$ cat src/rtl/ppl_hazard_pkg.sv
// Shared types and constants for the pipeline hazard controller.
// Imported by ppl_hazard_ctrl and ppl_mdu_timer.
package ppl_hazard_pkg;

   typedef enum logic {
      RUN  = 1'b0,
      PEND = 1'b1
   } hazStateT;

   localparam logic [4:0] REG_ZERO          = 5'd0;
   localparam int         DEFAULT_MDU_LAT   = 32;
   localparam int         DEFAULT_MDU_CNT_W = 6;

endpackage

$ cat src/rtl/ppl_mdu_timer.sv
// MDU occupancy timer: loads the MDU latency on issue, then counts down to zero.
// The count saturates at zero and never wraps.
module ppl_mdu_timer
   import ppl_hazard_pkg::*;
#(
   parameter int LAT   = DEFAULT_MDU_LAT,
   parameter int CNT_W = DEFAULT_MDU_CNT_W
) (
   input  logic clk,
   input  logic reset,
   input  logic load,
   output logic busy
);

   logic [CNT_W-1:0] cnt;

   // A fresh issue always wins over the countdown; otherwise drain towards zero.
   always_ff @(posedge clk) begin
      if (reset) begin
         cnt <= '0;
      end else if (load) begin
         cnt <= CNT_W'(LAT);
      end else if (cnt != '0) begin
         cnt <= cnt - CNT_W'(1);
      end
   end

   assign busy = (cnt != '0);

endmodule

$ cat src/rtl/ppl_hazard_ctrl.sv
// Stall/flush scheduler for the 5-stage pipeline: load-use, MDU occupancy, fetch waits, branch redirects.
// Define PPL_HAZARD_PERF_EN to add the stallCycles/flushCount performance counter outputs.
module ppl_hazard_ctrl
   import ppl_hazard_pkg::*;
#(
   parameter int MDU_LAT   = DEFAULT_MDU_LAT,
   parameter int MDU_CNT_W = DEFAULT_MDU_CNT_W
) (
   input  logic        clk,
   input  logic        reset,
   input  logic        imemReady,
   input  logic [4:0]  idRs,
   input  logic [4:0]  idRt,
   input  logic        idUsesRs,
   input  logic        idUsesRt,
   input  logic        idMduStart,
   input  logic        idUsesHiLo,
   input  logic [4:0]  exRd,
   input  logic        exMemRead,
   input  logic        branchTaken,
   input  logic [31:0] branchTarget,
`ifdef PPL_HAZARD_PERF_EN
   output logic [31:0] stallCycles,
   output logic [31:0] flushCount,
`endif
   output logic        pcContinue,
   output logic        flushD,
   output logic        flushE,
   output logic        pcRedirect,
   output logic [31:0] pcTarget,
   output logic        mduBusy
);

   hazStateT    state;
   hazStateT    nextState;
   logic [31:0] heldTarget;
   logic        latchTarget;
   logic        mduIssue;
   logic        timerBusy;
   logic        loadUse;
   logic        mduHaz;

   ppl_mdu_timer #(
      .LAT   (MDU_LAT),
      .CNT_W (MDU_CNT_W)
   ) mduTimer (
      .clk   (clk),
      .reset (reset),
      .load  (mduIssue),
      .busy  (timerBusy)
   );

   assign mduBusy = timerBusy & ~reset;

   // A load into r0 never creates a real dependency, so it is excluded from the compare.
   assign loadUse = exMemRead && (exRd != REG_ZERO) &&
                    ((idUsesRs && (idRs == exRd)) || (idUsesRt && (idRt == exRd)));
   assign mduHaz  = mduBusy && (idMduStart || idUsesHiLo);

   // Output priority: reset, then branch redirect, then fetch wait, then data hazards.
   always_comb begin
      pcContinue  = 1'b1;
      flushD      = 1'b0;
      flushE      = 1'b0;
      pcRedirect  = 1'b0;
      pcTarget    = '0;
      nextState   = state;
      latchTarget = 1'b0;
      mduIssue    = 1'b0;
      if (reset) begin
         pcContinue = 1'b0;
         flushD     = 1'b1;
         flushE     = 1'b1;
         nextState  = RUN;
      end else begin
         unique case (state)
            RUN: begin
               if (branchTaken && imemReady) begin
                  pcRedirect = 1'b1;
                  pcTarget   = branchTarget;
                  flushD     = 1'b1;
                  flushE     = 1'b1;
               end else if (branchTaken) begin
                  pcContinue  = 1'b0;
                  flushD      = 1'b1;
                  flushE      = 1'b1;
                  latchTarget = 1'b1;
                  nextState   = PEND;
               end else if (!imemReady || loadUse || mduHaz) begin
                  pcContinue = 1'b0;
                  flushE     = 1'b1;
               end else begin
                  mduIssue = idMduStart;
               end
            end
            PEND: begin
               flushD = 1'b1;
               flushE = 1'b1;
               if (imemReady) begin
                  pcRedirect = 1'b1;
                  pcTarget   = heldTarget;
                  nextState  = RUN;
               end else begin
                  pcContinue = 1'b0;
               end
            end
            default: begin
               nextState = RUN;
            end
         endcase
      end
   end

   // The held target survives fetch wait states so a redirect is never dropped.
   always_ff @(posedge clk) begin
      if (reset) begin
         state      <= RUN;
         heldTarget <= '0;
      end else begin
         state <= nextState;
         if (latchTarget) begin
            heldTarget <= branchTarget;
         end
      end
   end

`ifdef PPL_HAZARD_PERF_EN
   // Free-running performance counters, wrapping naturally at 2^32.
   always_ff @(posedge clk) begin
      if (reset) begin
         stallCycles <= '0;
         flushCount  <= '0;
      end else begin
         if (!pcContinue) begin
            stallCycles <= stallCycles + 32'd1;
         end
         if (pcRedirect) begin
            flushCount <= flushCount + 32'd1;
         end
      end
   end
`endif

endmodule

$ cat config.mk
export PLATFORM = sky130hd
export DESIGN_NAME = ppl_hazard_ctrl
export DESIGN_NICKNAME = d
export VERILOG_FILES = /design/src/rtl/ppl_hazard_pkg.sv /design/src/rtl/ppl_mdu_timer.sv /design/src/rtl/ppl_hazard_ctrl.sv
export SDC_FILE = /design/constraint.sdc
export NUM_CORES = 1
export LEC_CHECK = 0
export BUFFER_PORTS_ARGS = -buffer_cell sky130_fd_sc_hd__buf_2
export CAP_MARGIN = 10
export CORE_AREA = 4 4 71 73
export CTS_CLUSTER_DIAMETER = 150
export CTS_CLUSTER_SIZE = 28
export DETAILED_ROUTE_END_ITERATION = 7
export DIE_AREA = 0 0 75 77
export PLACE_DENSITY_LB_ADDON = 0.05
export SKIP_LAST_GASP = 1
export SYNTH_ARGS = -nofsm -noshare
export SYNTH_HDL_FRONTEND = slang
export SYNTH_SLANG_ARGS = --single-unit
$ cat constraint.sdc
create_clock -name clk -period 2.3 [get_ports clk]
set_input_delay 0.23 -clock clk [delete_from_list [all_inputs] [get_ports clk]]
set_output_delay 0.23 -clock clk [all_outputs]
set_load 0.01 [all_outputs]
# Word level (Yosys, flattened, before mapping)
# Index checks and enable logic that the tools add are counted.
[totals]
ff_bits = 39
[classes]
n_addsub = 1
reduce_logical = 15
muxes = 34
bitwise_logic = 3
eq_ne = 2
[ops]
columns = ["cell", "count"]
rows = [
  ["$mux 32", 3],
  ["$pmux 32 s2", 1],
  ["$mux 1", 23],
  ["$mux 6", 2],
  ["$eq 5x5->1", 2],
  ["$pmux 1 s2", 5],
  ["$logic_and 1x1->1", 6],
  ["$reduce_bool 6->1", 1],
  ["$sub 6x1->6 const B", 1],
  ["$reduce_bool 5->1", 1],
  ["$logic_or 1x1->1", 4],
  ["$not 1->1", 2],
  ["$reduce_bool 2->1", 1],
  ["$reduce_or 2->1", 1],
  ["$and 1x1->1", 1],
  ["$logic_not 1->1", 1],
]

# Longest topological paths before layout
[logic_depth]
word_depth = 12
depth_mapped = 7

# Modules after synthesis
# From an unflattened synthesis, not the netlist that was laid out.
[unflattened]
hier_cells = 284
area_unflattened_um2 = 2113.3
[by_module_without_submodules]
columns = ["module", "area_each_um2", "cells_each", "instances"]
rows = [
  ["ppl_hazard_ctrl", 1785.5, 251, 1],
  ["ppl_mdu_timer", 327.8, 33, 1],
]

# Worst setup path before layout
# Ideal clock, no wire load.
[synth_timing]
path_type = "input to output"
from = "in exRd[1]"
to = "out flushE"
n_path_buf = 0
path_slack_ns = 0.497
path_stages = 4
arrival_time_ns = 1.573
required_ns = 2.070
path_cell_list = "or4_1 o21a_1 and2_4 or4_1"
[synth_via]
elab_chain_len = 11
word_cells_on_any_way = 15
cone_classes = "eq/ne (2); mux (5); reduce/logical (8)"
[synth_lines]
columns = ["element", "line_no", "rtl"]
rows = [
  ["start, declared", "ppl_hazard_ctrl.sv:18", "input logic [4:0] exRd,"],
  ["$eq 5x5->1", "ppl_hazard_ctrl.sv:57", "((idUsesRs && (idRs == exRd)) || (idUsesRt && (idRt == exRd)));"],
  ["$logic_and 1x1->1", "ppl_hazard_ctrl.sv:57", ""],
  ["$logic_or 1x1->1", "ppl_hazard_ctrl.sv:57", ""],
  ["$logic_and 1x1->1 (*)", "ppl_hazard_ctrl.sv:56", "assign loadUse = exMemRead && (exRd != REG_ZERO) &&"],
  ["$logic_or 1x1->1 (*) (2 in a row)", "ppl_hazard_ctrl.sv:89", "end else if (!imemReady || loadUse || mduHaz) begin"],
  ["$mux 1 (*)", "ppl_hazard_ctrl.sv:89", ""],
  ["$mux 1 (*)", "ppl_hazard_ctrl.sv:83", "end else if (branchTaken) begin"],
  ["$mux 1 (*)", "ppl_hazard_ctrl.sv:78", "if (branchTaken && imemReady) begin"],
  ["$pmux 1 s2 (*)", "ppl_hazard_ctrl.sv:76", "unique case (state)"],
  ["$mux 1 (*)", "ppl_hazard_ctrl.sv:70", "if (reset) begin"],
  ["end, declared", "ppl_hazard_ctrl.sv:28", "output logic flushE,"],
]
# Every way passes the cells marked *; elsewhere a longest branch is shown, timed or not.

# Worst setup path after layout
# Same ends and word-level chain as after synthesis.

==> impl_metrics.toml <==
[yosys]
synth_seq_cells = 39
synthCells = 282
ys_warn_count = 0
syn-cell-area_um2 = 2020
avgSynthCellArea_um2 = 7.17
syn-num-nets = 340
ys_seq_area_frac = 0.386
synth_cell_types = 25

[power]
switching_power_uw = 575
fin_total_pwr_uw = 1800
power.share.clock = 0.239
p_leak_uw = 0.00116
max-vdd-ir-drop_mv = 0.426
seqPwrFrac = 0.444
combPwrFrac = 0.317
swShare = 0.319
power.density_nw_per_um2 = 689
internal_power_uw = 1230

[routing]
ant_nets = 0
drc = 0
drt_iter0_drc = 102
via_count = 2191
via_per_inst = 5.24
wl_per_cell_um = 12.8
first_pass_iters = 4
wirelength_um = 5340

[timing]
setup_tns_ns = 0
rsz0062_at_grt = "false"
period_minus_slack_ns = 2.06
fmax_mhz = 487
worstMarginPinSlew_ns = 0.670
hold_viol_final = 0
drv_slew = 0
clock_skew_ns = 0.00495
min_period_over_period = 0.894
fin_ws_ns = 0.245
relSlewSlack = 0.554
setup-violations-final = 0

[global_route]
grt_overflow = 0
grtUsageTotal = 0.186
grt_max_degree = 73
antenna_found_initial = 0
grt_pass1_vias = 1950
grt_pass1_wl_um = 8600

[critical_path]
crit_family = "simple AND/OR/NAND/NOR gates"
critPathMaxFanout = 3
cpMaxStageDelayCell = "or4_1"
startpoint = "exRd[1]"
worst-path-buf-inv = 2
worstSetupStartpointType = "input pin"
arrival_ns = 1.83
worstReg2RegStart = "state"
worstPathRequired_ns = 2.07
reg2reg_depth = 3
path_cells = "buf_2, or4_1, o21a_1, and2_4, or4_1, buf_2"
cp_slowest_stage_delay_ns = 0.53
crit_path_end_kind = "output port"
path_depth = 6
path_class = "input pin to output port"

[cts]
cts_sinks = 39
cts_root_buf = "clkbuf_8"
clk_pin_slew_ns = 0.07
cts_tree = "yes"
htreeDepth = 2
hold_buffers = 0
post_cts.repair.setup_buffers = 0
clkLatencyLatePin_ns = 0.28
clockBufferDepth = 2
numCtsBuffers = 5

[place]
placed_cell_area_um2 = 2540
pre_cts_ws_ns = 0.236
gp_congestion = 0.796
dpl.hpwl_um = 3790
port_buffers = 92

[final_layout]
nets = 423
final_layout_size_suffix_gt1_frac = 0.301
design_area_um2 = 2620
seq_area_um2 = 781
post-route-util = 0.601
area_growth_pct = 29.4
n_antenna_cell = 0
multi_input_area_um2 = 1150
fillers = 439

[floorplan]
start_util = 0.465
row_count = 24
io_pins = 93
die_y_um = 77
die_x_um = 75
die_area_um2 = 5780
coreArea_um2 = 4350

[status]
run_status = "complete, no violations"

[job]
maxCapViolations = 0

[hold_path]
hp-class = "input pin to flop"
min_from = "branchTarget[28]"
hold_depth = 3
state kept, by name, summed over array words and instances, names as in the netlist:
| register | count |
|---|---|
| heldTarget | 32 |
| mduTimer.cnt | 6 |
| state | 1 |
cell usage in the layout (no fill, tap or decap), drive strengths merged:
| cell | Yosys | final |
|---|---|---|
| buf | 0 | 100 |
| o21ai | 2 | 2 |
| and3b | 2 | 2 |
| nand2 | 68 | 68 |
| xor2 | 1 | 1 |
| ha | 2 | 2 |
| nand3 | 1 | 1 |
| o21a | 1 | 1 |
| and2 | 2 | 2 |
| o21bai | 1 | 1 |
| a22oi | 32 | 32 |
| dfxtp | 39 | 39 |
| or3 | 1 | 1 |
| nor2 | 37 | 37 |
| a21oi | 34 | 34 |
| nand4 | 4 | 4 |
| nor3b | 1 | 1 |
| nor3 | 8 | 8 |
| clkbuf | 24 | 7 |
| o22ai | 1 | 1 |
| or3b | 1 | 1 |
| or4 | 2 | 2 |
| inv | 2 | 2 |
| nor2b | 2 | 2 |
| clkinv | 0 | 1 |
| xnor2 | 14 | 14 |
final timing paths:
| check | endpoint | slack [ns] |
|---|---|---|
| worst max-delay path | flushE | 0.24 |
| worst min-delay path | heldTarget[28] | 0.19 |
| worst max register to register | heldTarget[19] | 0.79 |
| worst min register to register | heldTarget[6] | 0.46 |
worst register-to-register path, cell delays in order, from the launching register on:
cell     delay [ns]
dfxtp_1        0.37
or3b_2         0.78
nand2_1        0.17
a21oi_1        0.07
layer usage:
metal	global-route usage	routed length, um	up-vias
met5	0	0	-
met4	0.0374	38	0
met3	0.0458	352	4
met2	0.312	2680	69
met1	0.239	2270	997
li1	-	-	1121
cells in the mapped netlist:
cell,count,area share
xor2_1,1,0.0043
and2_4,1,0.0043
nand3_1,1,0.0025
nor3b_1,1,0.0037
o22ai_1,1,0.0031
nor2b_1,2,0.0062
o21a_1,1,0.0037
o21ai_0,2,0.0049
o21bai_1,1,0.0037
or4_1,2,0.0074
dfxtp_1,39,0.39
a22oi_1,32,0.12
nor3_1,8,0.020
or3_1,1,0.0031
ha_1,2,0.012
nand2_1,68,0.13
a21oi_1,34,0.084
nand4_1,4,0.012
and3b_1,2,0.0087
or3b_2,1,0.0043
and2_1,1,0.0031
nor2_1,37,0.069
clkbuf_1,24,0.045
xnor2_1,14,0.061
inv_1,2,0.0037
per-stage QoR:
step | hold slack, ns | instances
6_report | 0.189 | 418
5_1_grt | 0.181 | 418
4_1_cts | 0.181 | 418
3_5_place_dp | 0.449 | 410
3_3_place_gp | 0.443 | 410
2_1_floorplan | 0.307 | 282
layout make-up:
type / count / share of cell area
multi-input cells: 217 / 0.440
flip-flops and latches: 39 / 0.298
repair buffers: 100 / 0.204
clock buffers: 7 / 0.0291
well taps: 52 / 0.0248
inverters: 2 / 0.00287
clock inverters: 1 / 0.00191
power by group through the flow:
stage | clock [uW] | sequential (uW) | combinational, uW
floorplan | 0 | 806 | 396
global placement | 0 | 815 | 568
detailed placement | 0 | 817 | 573
CTS | 446 | 802 | 579
global route | 477 | 811 | 647
finish | 431 | 801 | 572
cells by family after synthesis:
family                   Yosys count  share of synthesized area
AND/OR/NAND/NOR                  129                      0.270
AO/OA/AOI/OAI                     71                      0.218
flip-flops                        39                      0.386
buffers and inverters             26                     0.0482
XOR/XNOR                          15                     0.0649
adder cells (fa/ha/maj)            2                     0.0124
what timing repair did:
action                     4_1_cts  5_1_grt
gates resized for setup          0        1
setup endpoints to repair        0       15
hold endpoints to repair         0        0
(Power assumes the default switching activity.)
